## src/rtl/bcd_display_driver.sv

```systemverilog
// bcd_display_driver
// Binary (0..9999) to 4-digit BCD converter using a bit-serial restoring
// divide-by-10, plus a multiplexed common-anode 7-segment display driver.
//
// state | meaning
// IDLE  | waiting for load; display shows latched digits
// DIV   | one restoring-division step per cycle, 14 steps per digit
// STORE | write remainder into digit slot idx, start next pass or finish
// DONE  | publish digits/overflow, pulse done, return to IDLE
module bcd_display_driver #(
    parameter int SCAN_DIV       = 16,
    parameter int BLANK_LEADING  = 1,
    parameter int SEG_ACTIVE_LOW = 1
) (
    input  logic        clk,
    input  logic        rst,
    input  logic        load,
    input  logic [13:0] value,
    output logic        busy,
    output logic        done,
    output logic        overflow,
    output logic [15:0] digits,
    output logic [3:0]  an,
    output logic [6:0]  seg
);

    localparam int SCW = (SCAN_DIV > 2) ? $clog2(SCAN_DIV) : 1;

    typedef enum logic [1:0] {IDLE, DIV, STORE, DONE} state_t;

    state_t      state, state_nx;
    logic [13:0] work, work_nx;
    logic [3:0]  rem, rem_nx;
    logic [3:0]  bitcnt, bitcnt_nx;
    logic [1:0]  idx, idx_nx;
    logic        ovf, ovf_nx;
    logic [15:0] temp, temp_nx;
    logic [15:0] digits_nx;
    logic        overflow_nx;
    logic        done_nx;
    logic [4:0]  t;

    logic [SCW-1:0] scan_cnt;
    logic [1:0]     sel;
    logic [3:0]     cur;
    logic           blank;
    logic [6:0]     pat;

    // Converter state and datapath registers; reset aborts any conversion.
    always_ff @(posedge clk or negedge rst) begin
        if (!rst) begin
            state    <= IDLE;
            work     <= '0;
            rem      <= '0;
            bitcnt   <= '0;
            idx      <= '0;
            ovf      <= 1'b0;
            temp     <= '0;
            digits   <= '0;
            overflow <= 1'b0;
            done     <= 1'b0;
        end else begin
            state    <= state_nx;
            work     <= work_nx;
            rem      <= rem_nx;
            bitcnt   <= bitcnt_nx;
            idx      <= idx_nx;
            ovf      <= ovf_nx;
            temp     <= temp_nx;
            digits   <= digits_nx;
            overflow <= overflow_nx;
            done     <= done_nx;
        end
    end

    assign t = {rem, work[13]};

    // Next-state and datapath updates for the divide/store sequence.
    always_comb begin
        state_nx    = state;
        work_nx     = work;
        rem_nx      = rem;
        bitcnt_nx   = bitcnt;
        idx_nx      = idx;
        ovf_nx      = ovf;
        temp_nx     = temp;
        digits_nx   = digits;
        overflow_nx = overflow;
        done_nx     = 1'b0;
        case (state)
            IDLE: begin
                // A load coinciding with the done pulse is dropped.
                if (load && !done) begin
                    work_nx   = value;
                    rem_nx    = '0;
                    bitcnt_nx = 4'd13;
                    idx_nx    = '0;
                    ovf_nx    = (value > 14'd9999);
                    state_nx  = (value > 14'd9999) ? DONE : DIV;
                end
            end
            DIV: begin
                // t is at most 19, so the 4-bit wraparound subtract is exact.
                if (t >= 5'd10) begin
                    rem_nx  = t[3:0] - 4'd10;
                    work_nx = {work[12:0], 1'b1};
                end else begin
                    rem_nx  = t[3:0];
                    work_nx = {work[12:0], 1'b0};
                end
                if (bitcnt == 4'd0) begin
                    state_nx = STORE;
                end else begin
                    bitcnt_nx = bitcnt - 4'd1;
                end
            end
            STORE: begin
                case (idx)
                    2'd0:    temp_nx[3:0]   = rem;
                    2'd1:    temp_nx[7:4]   = rem;
                    2'd2:    temp_nx[11:8]  = rem;
                    default: temp_nx[15:12] = rem;
                endcase
                rem_nx    = '0;
                bitcnt_nx = 4'd13;
                if (idx == 2'd3) begin
                    state_nx = DONE;
                end else begin
                    idx_nx   = idx + 2'd1;
                    state_nx = DIV;
                end
            end
            DONE: begin
                if (!ovf) begin
                    digits_nx = temp;
                end
                overflow_nx = ovf;
                done_nx     = 1'b1;
                state_nx    = IDLE;
            end
            default: state_nx = IDLE;
        endcase
    end

    assign busy = (state != IDLE);

    // Scan timer: each digit stays lit for SCAN_DIV clocks, then select advances.
    always_ff @(posedge clk or negedge rst) begin
        if (!rst) begin
            scan_cnt <= '0;
            sel      <= '0;
        end else if (scan_cnt == SCW'(SCAN_DIV - 1)) begin
            scan_cnt <= '0;
            sel      <= sel + 2'd1;
        end else begin
            scan_cnt <= scan_cnt + SCW'(1);
        end
    end

    // Pick the selected digit from the latched result and apply leading-zero blanking.
    always_comb begin
        cur   = digits[3:0];
        blank = 1'b0;
        case (sel)
            2'd0: cur = digits[3:0];
            2'd1: begin
                cur   = digits[7:4];
                blank = (BLANK_LEADING != 0) && (digits[15:4] == 12'd0);
            end
            2'd2: begin
                cur   = digits[11:8];
                blank = (BLANK_LEADING != 0) && (digits[15:8] == 8'd0);
            end
            default: begin
                cur   = digits[15:12];
                blank = (BLANK_LEADING != 0) && (digits[15:12] == 4'd0);
            end
        endcase
    end

    // Segment decode (active-high a..g), overflow dash, then output polarity.
    always_comb begin
        pat = 7'b0000000;
        if (overflow) begin
            pat = 7'b0000001;
        end else if (!blank) begin
            case (cur)
                4'd0:    pat = 7'b1111110;
                4'd1:    pat = 7'b0110000;
                4'd2:    pat = 7'b1101101;
                4'd3:    pat = 7'b1111001;
                4'd4:    pat = 7'b0110011;
                4'd5:    pat = 7'b1011011;
                4'd6:    pat = 7'b1011111;
                4'd7:    pat = 7'b1110000;
                4'd8:    pat = 7'b1111111;
                4'd9:    pat = 7'b1111011;
                default: pat = 7'b0000000;
            endcase
        end
        seg = (SEG_ACTIVE_LOW != 0) ? ~pat : pat;
        an  = ~(4'b0001 << sel);
    end

endmodule

```

## config.mk

```make
export PLATFORM = sky130hd
export DESIGN_NAME = bcd_display_driver
export DESIGN_NICKNAME = d
export VERILOG_FILES = /design/src/rtl/bcd_display_driver.sv
export SDC_FILE = /design/constraint.sdc
export NUM_CORES = 1
export LEC_CHECK = 0
export CORE_ASPECT_RATIO = 0.75
export CORE_MARGIN = 2
export CORE_UTILIZATION = 59
export CTS_CLUSTER_SIZE = 28
export DETAILED_ROUTE_END_ITERATION = 10
export PLACE_DENSITY = 0.82
export SYNTH_ARGS = -nofsm -noshare
export SYNTH_HDL_FRONTEND = slang
export SYNTH_SLANG_ARGS = --single-unit
export TNS_END_PERCENT = 5
```

## constraint.sdc

```tcl
create_clock -name clk -period 4.9 [get_ports clk]
set_input_delay 0.735 -clock clk [delete_from_list [all_inputs] [get_ports clk]]
set_output_delay 0.735 -clock clk [all_outputs]
set_load 0.05 [all_outputs]
```

==> impl_metrics.xml, run 1 <==
<?xml version="1.0" encoding="UTF-8"?>
<metrics>
  <group name="synth">
    <metric name="yosys_register_bits" unit="">67</metric>
    <metric name="synth.lib_cells_used.distinct" unit="">43</metric>
    <metric name="yosys_warnings" unit="">0</metric>
    <metric name="syn_nets" unit="">356</metric>
    <metric name="synth-main-ff-cell" unit="">dfrtp_1</metric>
    <metric name="synthArstFlopShare" unit="%">100</metric>
    <metric name="number_of_flops_mapped_to_enable_cells_by_yosys" unit="">0</metric>
    <metric name="synth.yosys.seq_area_share" unit="%">49.2</metric>
    <metric name="avgSynthCellArea" unit="um^2">10.6</metric>
    <metric name="synthCells" unit="">321</metric>
    <metric name="post_synth_instance_area" unit="mm^2">0.00341</metric>
  </group>
  <group name="detailed_routing">
    <metric name="drt_first_pass_iters" unit="">7</metric>
    <metric name="vias_per_cell" unit="">5.90</metric>
    <metric name="drc" unit="">0</metric>
    <metric name="drtIter0Drc" unit="">235</metric>
    <metric name="postRouteAntennaNets" unit="">0</metric>
    <metric name="drt-total-wl" unit="mm">7.08</metric>
    <metric name="routedWlPerCell" unit="um">15.9</metric>
    <metric name="route.vias.total" unit="">2624</metric>
  </group>
  <group name="global_routing">
    <metric name="largest_net_degree_at_the_start_of_global_routing" unit="">68</metric>
    <metric name="grt_first_pass_wirelength" unit="mm">12.2</metric>
    <metric name="grt_antenna_before_repair" unit="">0</metric>
    <metric name="grt_use_total" unit="%">24.4</metric>
    <metric name="number_of_global_route_vias_before_repair" unit="">2455</metric>
    <metric name="residual_overflow_from_global_routing" unit="">0</metric>
  </group>
  <group name="worst_setup_path">
    <metric name="cp_cell_sequence" unit="">ha_1 &gt; inv_1 &gt; mux2i_1 &gt; inv_1 &gt; ha_1 &gt; a211oi_1 &gt; a22oi_1 &gt; a21oi_1 &gt; o21ai_0 &gt; clkdlybuf4s50_1</metric>
    <metric name="largest_driver_fanout_on_the_critical_path" unit="">12</metric>
    <metric name="timing.critical_path.from_type" unit="">flop</metric>
    <metric name="critical_path.reg2reg.startpoint" unit="">state[0]</metric>
    <metric name="setup.worst_path.start" unit="">sel[0]</metric>
    <metric name="rr_endpoint" unit="">bitcnt[0]</metric>
    <metric name="critPathKind" unit="">flop to output port</metric>
    <metric name="endpoint" unit="">seg[3]</metric>
    <metric name="critical_path_required" unit="ns">4.16</metric>
    <metric name="setup.worst_path.end_class" unit="">output port</metric>
    <metric name="cp.arrival" unit="ns">3.68</metric>
    <metric name="ff2ff_setup_slack" unit="ns">2.81</metric>
    <metric name="crit_path_max_delay_cell_type" unit="">clkdlybuf4s50_1</metric>
    <metric name="r2r.worst_path.cells" unit="">4</metric>
    <metric name="cp_peak_stage_delay" unit="ns">0.73</metric>
  </group>
  <group name="clock_tree">
    <metric name="clkLatencyLatePin" unit="ns">0.34</metric>
    <metric name="cts_max_path_buffers" unit="">2</metric>
    <metric name="h_tree_levels" unit="">3</metric>
    <metric name="postCtsHoldBufs" unit="">0</metric>
    <metric name="post_cts_sizing" unit="">0</metric>
    <metric name="cts_root_buffer" unit="">clkbuf_8</metric>
    <metric name="path_clk_slew" unit="ns">0.07</metric>
    <metric name="post_cts_repair_timing_setup_buffer_count" unit="">0</metric>
    <metric name="numClockSinks" unit="">67</metric>
    <metric name="numCtsBuffers" unit="">9</metric>
    <metric name="cts_tree" unit="">done</metric>
  </group>
  <group name="pwr">
    <metric name="power.density_cell_area" unit="mW/mm^2">625</metric>
    <metric name="total_leakage_power" unit="nW">1.91</metric>
    <metric name="power.ir.vdd_worst" unit="mV">0.322</metric>
  </group>
  <group name="layout">
    <metric name="num-fill-cells" unit="">371</metric>
    <metric name="num-nets-final" unit="">402</metric>
    <metric name="post-route-util" unit="%">75.6</metric>
    <metric name="layout.cells.non_filler" unit="">445</metric>
    <metric name="most_frequent_cells_in_the_layout" unit="">dfrtp_1 (67), clkdlybuf4s50_1 (45), o21ai_0 (36)</metric>
    <metric name="areaGrowthSynthToFinish" unit="%">21.3</metric>
    <metric name="layout_commonest_cell" unit="">dfrtp_1</metric>
    <metric name="diodes" unit="">0</metric>
    <metric name="drive_gt1_share" unit="%">12.7</metric>
  </group>
  <group name="sta">
    <metric name="achievable-frequency" unit="MHz">227</metric>
    <metric name="tightest_slew" unit="ns">1.05</metric>
    <metric name="tns" unit="ns">0</metric>
    <metric name="slew_viol_final" unit="">0</metric>
    <metric name="rsz_0062_raised_after_global_routing" unit="">no</metric>
    <metric name="final.min_clock_period" unit="ns">4.41</metric>
    <metric name="final.period_utilization" unit="%">90.0</metric>
    <metric name="timing.slew.headroom" unit="%">29.5</metric>
    <metric name="finalClockSkew" unit="ns">0.00617</metric>
    <metric name="hold_viol" unit="">0</metric>
    <metric name="final_setup_violating_endpoints" unit="">0</metric>
  </group>
  <group name="floorplan">
    <metric name="rows" unit="">23</metric>
    <metric name="chipWidth" unit="um">91.7</metric>
    <metric name="initial_standard_cell_utilization_of_the_core" unit="%">62.3</metric>
    <metric name="io-pin-count" unit="">47</metric>
    <metric name="dieArea" unit="mm^2">0.00640</metric>
    <metric name="floorplan.die.height" unit="um">69.8</metric>
    <metric name="core_region_area" unit="mm^2">0.00547</metric>
  </group>
  <group name="run">
    <metric name="max_cap_violations" unit="">0</metric>
  </group>
  <group name="place">
    <metric name="io_buffer_count" unit="">46</metric>
    <metric name="place.detailed.instances" unit="">431</metric>
    <metric name="globalplace.congestion" unit="">0.826</metric>
    <metric name="detailed_place_hpwl" unit="mm">5.03</metric>
  </group>
  <group name="status">
    <metric name="run_status" unit="">completed</metric>
  </group>
  <group name="worst_hold_path">
    <metric name="hold_class" unit="">flop to flop</metric>
  </group>
</metrics>
Yosys cell counts (2+ instances only):
cell	instances	area (um^2)
a211o_2	2	20.0
a211oi_1	6	45.0
a21oi_1	14	70.1
a222oi_1	4	40.0
a22o_1	4	35.0
a22oi_1	3	22.5
a32o_1	2	20.0
and3_1	2	12.5
buf_1	2	7.51
buf_2	5	25.0
clkbuf_1	6	22.5
dfrtp_1	67	1680
ha_1	18	225
inv_1	22	82.6
mux2_2	26	293
mux2i_1	14	140
nand2_1	32	120
nand2b_1	5	31.3
nand3_1	7	35.0
nor2_1	5	18.8
nor2b_1	7	43.8
nor3_1	3	15.0
nor3b_1	4	30.0
o211ai_1	2	15.0
o21ai_0	36	180
o21bai_1	2	15.0
or3_1	3	18.8
or4_1	3	22.5
cell type report:
type,count,area [um^2],share of cell area (%)
Tap cell,75,93.8,2.27
Sequential cell,67,1680,40.6
Timing Repair Buffer,48,470,11.4
Inverter,22,82.6,2.00
Multi-Input combinational cell,219,1590,38.6
Clock inverter,2,60.1,1.45
Clock buffer,12,155,3.75
power by group:
group,total (mW),switching [mW],internal [mW]
registers,0.942,0.188,0.754
clock network,0.502,0.193,0.309
logic,1.14,0.677,0.460
total,2.58,1.06,1.52
how the worst min path moves through the flow:
stage / startpoint / endpoint / cells after the start
2_1_floorplan: rst / bitcnt[0] / 0
3_3_place_gp: work[1] / work[1] / 2
3_5_place_dp: work[6] / work[6] / 2
4_1_cts: work[6] / work[6] / 2
5_1_grt: work[7] / work[7] / 2
6_report: work[6] / work[6] / 2
critical path: cells and delay by family, from the launching register on:
family / cells / cell delay, ns
compound gates: 4 / 0.61
buf+inv: 3 / 1.26
mux: 1 / 0.49
fa+ha+maj: 2 / 0.53
flops: 1 / 0.44
state kept, by name (all words and copies together), names as in the netlist:
register and cells:
work 14, idx 2, overflow 1, digits 16, bitcnt 4, rem 4
ovf 1, scan_cnt 4, done 1, state 2, temp 16, sel 2
per-layer routing:
layer  vias to the layer above  global-route usage [%]  part of all wire [%]
met3                        14                    6.52                   5.7
met5                         -                       0                     0
met1                      1273                    36.8                    49
met4                         0                    8.29                   1.3
li1                       1244                       -                     -
met2                        93                    34.2                    44
stage by stage:
stage                     setup slack [ns]  total power [mW]  cell area [um^2]  hold slack (ns)
after floorplan                       1.23              1.74              3410            0.439
after global placement                1.09              2.05              3920            0.465
after detailed placement             0.935              2.08              3920            0.472
after CTS                            0.560              2.59              4130            0.487
after global routing                 0.265              2.75              4130            0.514
final                                0.488              2.58              4130            0.485
cell families (layout without fill, tap and decap cells):
logic type                 count (synthesis)  in the layout  share of synthesized area (%)
AOI/OAI and AO/OA                         85             85                           16.1
and+or+nand+nor                           74             74                           10.8
DFF                                       67             67                           49.2
muxes                                     40             40                           12.7
buffers and inverters                     35             84                           4.04
adders and majority gates                 18             18                           6.61
xor gates and xnor gates                   2              2                          0.514
(Power assumes the default switching activity.)
==> run 2: changes to the inputs <==
Settings changed: GPL_ROUTABILITY_DRIVEN set to 0, TNS_END_PERCENT 5 to 30.
==> results of run 2 <==
Final layout, timing and power as in run 1 (identical DEF).
==> run 3: changes to the inputs <==
Settings changed: CORE_UTILIZATION 59 to 61, CTS_BUF_LIST set to sky130_fd_sc_hd__clkbuf_8, PLACE_DENSITY 0.82 to 0.85.
==> run 3 against run 2 <==
Core utilization grew 2.7 points; first-iteration DRC count grew 23%; clock skew grew 0.0021 ns; critical path type unchanged; highest routed layer unchanged.
==> impl_metrics.xml, run 3 (synthesized netlist as in run 1, its figures left out) <==
<?xml version="1.0" encoding="UTF-8"?>
<metrics>
  <group name="floorplan">
    <metric name="io-pin-count" unit="">47</metric>
    <metric name="rows" unit="">23</metric>
    <metric name="dieArea" unit="mm^2">0.00620</metric>
    <metric name="initial_standard_cell_utilization_of_the_core" unit="%">63.6</metric>
    <metric name="floorplan.die.height" unit="um">68.7</metric>
    <metric name="chipWidth" unit="um">90.3</metric>
    <metric name="core_region_area" unit="mm^2">0.00535</metric>
  </group>
  <group name="sta">
    <metric name="tightest_slew" unit="ns">1.04</metric>
    <metric name="final.period_utilization" unit="%">89.2</metric>
    <metric name="achievable-frequency" unit="MHz">229</metric>
    <metric name="final_setup_violating_endpoints" unit="">0</metric>
    <metric name="final.min_clock_period" unit="ns">4.37</metric>
    <metric name="finalClockSkew" unit="ns">0.00829</metric>
    <metric name="timing.slew.headroom" unit="%">30.6</metric>
    <metric name="hold_viol" unit="">0</metric>
    <metric name="tns" unit="ns">0</metric>
    <metric name="slew_viol_final" unit="">0</metric>
    <metric name="rsz_0062_raised_after_global_routing" unit="">no</metric>
  </group>
  <group name="detailed_routing">
    <metric name="vias_per_cell" unit="">5.77</metric>
    <metric name="drtIter0Drc" unit="">290</metric>
    <metric name="routedWlPerCell" unit="um">15.8</metric>
    <metric name="drt-total-wl" unit="mm">7.07</metric>
    <metric name="postRouteAntennaNets" unit="">0</metric>
    <metric name="drt_first_pass_iters" unit="">5</metric>
    <metric name="drc" unit="">0</metric>
    <metric name="route.vias.total" unit="">2578</metric>
  </group>
  <group name="clock_tree">
    <metric name="h_tree_levels" unit="">3</metric>
    <metric name="cts_tree" unit="">done</metric>
    <metric name="numClockSinks" unit="">67</metric>
    <metric name="postCtsHoldBufs" unit="">0</metric>
    <metric name="numCtsBuffers" unit="">9</metric>
    <metric name="cts_root_buffer" unit="">clkbuf_8</metric>
    <metric name="clkLatencyLatePin" unit="ns">0.35</metric>
    <metric name="cts_max_path_buffers" unit="">2</metric>
    <metric name="path_clk_slew" unit="ns">0.08</metric>
    <metric name="post_cts_sizing" unit="">0</metric>
    <metric name="post_cts_repair_timing_setup_buffer_count" unit="">0</metric>
  </group>
  <group name="worst_setup_path">
    <metric name="critPathKind" unit="">flop to output port</metric>
    <metric name="ff2ff_setup_slack" unit="ns">2.81</metric>
    <metric name="largest_driver_fanout_on_the_critical_path" unit="">12</metric>
    <metric name="cp.arrival" unit="ns">3.63</metric>
    <metric name="critical_path_required" unit="ns">4.16</metric>
    <metric name="timing.critical_path.from_type" unit="">flop</metric>
    <metric name="setup.worst_path.end_class" unit="">output port</metric>
  </group>
  <group name="global_routing">
    <metric name="grt_util_met1" unit="%">33.6</metric>
    <metric name="grt-busiest-layer" unit="">met2</metric>
    <metric name="globalRouteMet3Util" unit="%">8.48</metric>
    <metric name="grt_first_pass_wirelength" unit="mm">11.5</metric>
    <metric name="largest_net_degree_at_the_start_of_global_routing" unit="">68</metric>
    <metric name="grt_use_total" unit="%">24.5</metric>
    <metric name="residual_overflow_from_global_routing" unit="">0</metric>
    <metric name="met2_usage" unit="%">37.1</metric>
    <metric name="number_of_global_route_vias_before_repair" unit="">2359</metric>
    <metric name="grt_antenna_before_repair" unit="">0</metric>
  </group>
  <group name="layout">
    <metric name="most_frequent_cells_in_the_layout" unit="">dfrtp_1 (67), clkdlybuf4s50_1 (45), o21ai_0 (36)</metric>
    <metric name="num-nets-final" unit="">402</metric>
    <metric name="drive_gt1_share" unit="%">13.4</metric>
    <metric name="layout_commonest_cell" unit="">dfrtp_1</metric>
    <metric name="diodes" unit="">0</metric>
    <metric name="largest_registers" unit="">digits (16), temp (16), work (14)</metric>
    <metric name="areaGrowthSynthToFinish" unit="%">23.1</metric>
    <metric name="post-route-util" unit="%">78.3</metric>
  </group>
  <group name="pwr">
    <metric name="total_leakage_power" unit="nW">1.93</metric>
    <metric name="power.ir.vdd_worst" unit="mV">0.315</metric>
    <metric name="power.density_cell_area" unit="mW/mm^2">643</metric>
  </group>
  <group name="run">
    <metric name="max_cap_violations" unit="">0</metric>
  </group>
  <group name="place">
    <metric name="detailed_place_hpwl" unit="mm">5.01</metric>
    <metric name="io_buffer_count" unit="">46</metric>
  </group>
  <group name="status">
    <metric name="run_status" unit="">completed</metric>
  </group>
  <group name="worst_hold_path">
    <metric name="hold_class" unit="">flop to flop</metric>
  </group>
</metrics>
[run 3: cell types whose count changed in the layout (fill, tap and decap cells not counted), sizes merged]
| cell | delta |
|---|---|
| clkinv | +1 |
| clkbuf | -2 |
| clkinvlp | +1 |
| bufinv | +2 |
[run 3: cell type report]
class                   count  area, um^2
well taps                  75        93.8
repair buffers             48         470
inverters                  22        82.6
multi-input cells         219        1590
clock buffers              10         138
fillers                   351        1160
clock inverters             6         136
flip-flops and latches     67        1680
[run 3: where the power goes]
part	internal, mW	total, mW	switching [mW]
Combinational	0.461	1.14	0.674
Sequential	0.754	0.943	0.189
Clock	0.404	0.618	0.214
[run 3: metrics by stage]
step,power (mW),setup slack [ns],instances,hold WS [ns],area (um^2)
global route,2.85,0.210,447,0.508,4190
floorplan,1.74,1.23,321,0.439,3410
CTS,2.70,0.541,447,0.487,4190
finish,2.70,0.532,447,0.482,4190
detailed placement,2.08,0.928,431,0.469,3920
global placement,2.04,1.11,431,0.464,3920
[run 3: final timing paths]
check,from,end,depth (start not counted)
worst min register to register,work[6],work[6],2
worst max-delay path,sel[0],seg[3],10
max in group asynchronous,rst,bitcnt[2],2
min in group asynchronous,rst,digits[7],2
worst max register to register,state[0],bitcnt[1],3
worst min-delay path,work[6],work[6],2
[run 3: critical path: stages, from the launching register on]
cell,delay (ns)
dfrtp_1,0.45
ha_1,0.27
inv_1,0.30
mux2i_1,0.52
inv_1,0.19
ha_1,0.24
a211oi_1,0.21
a22oi_1,0.12
a21oi_1,0.18
o21ai_0,0.09
clkdlybuf4s50_1,0.72
[run 3: metal layers]
| metal | up-vias | wire length, um |
|---|---|---|
| met1 | 1246 | 3380 |
| met3 | 7 | 460 |
| met4 | 0 | 80 |
| met5 | - | 0 |
| met2 | 78 | 3150 |
| li1 | 1247 | - |
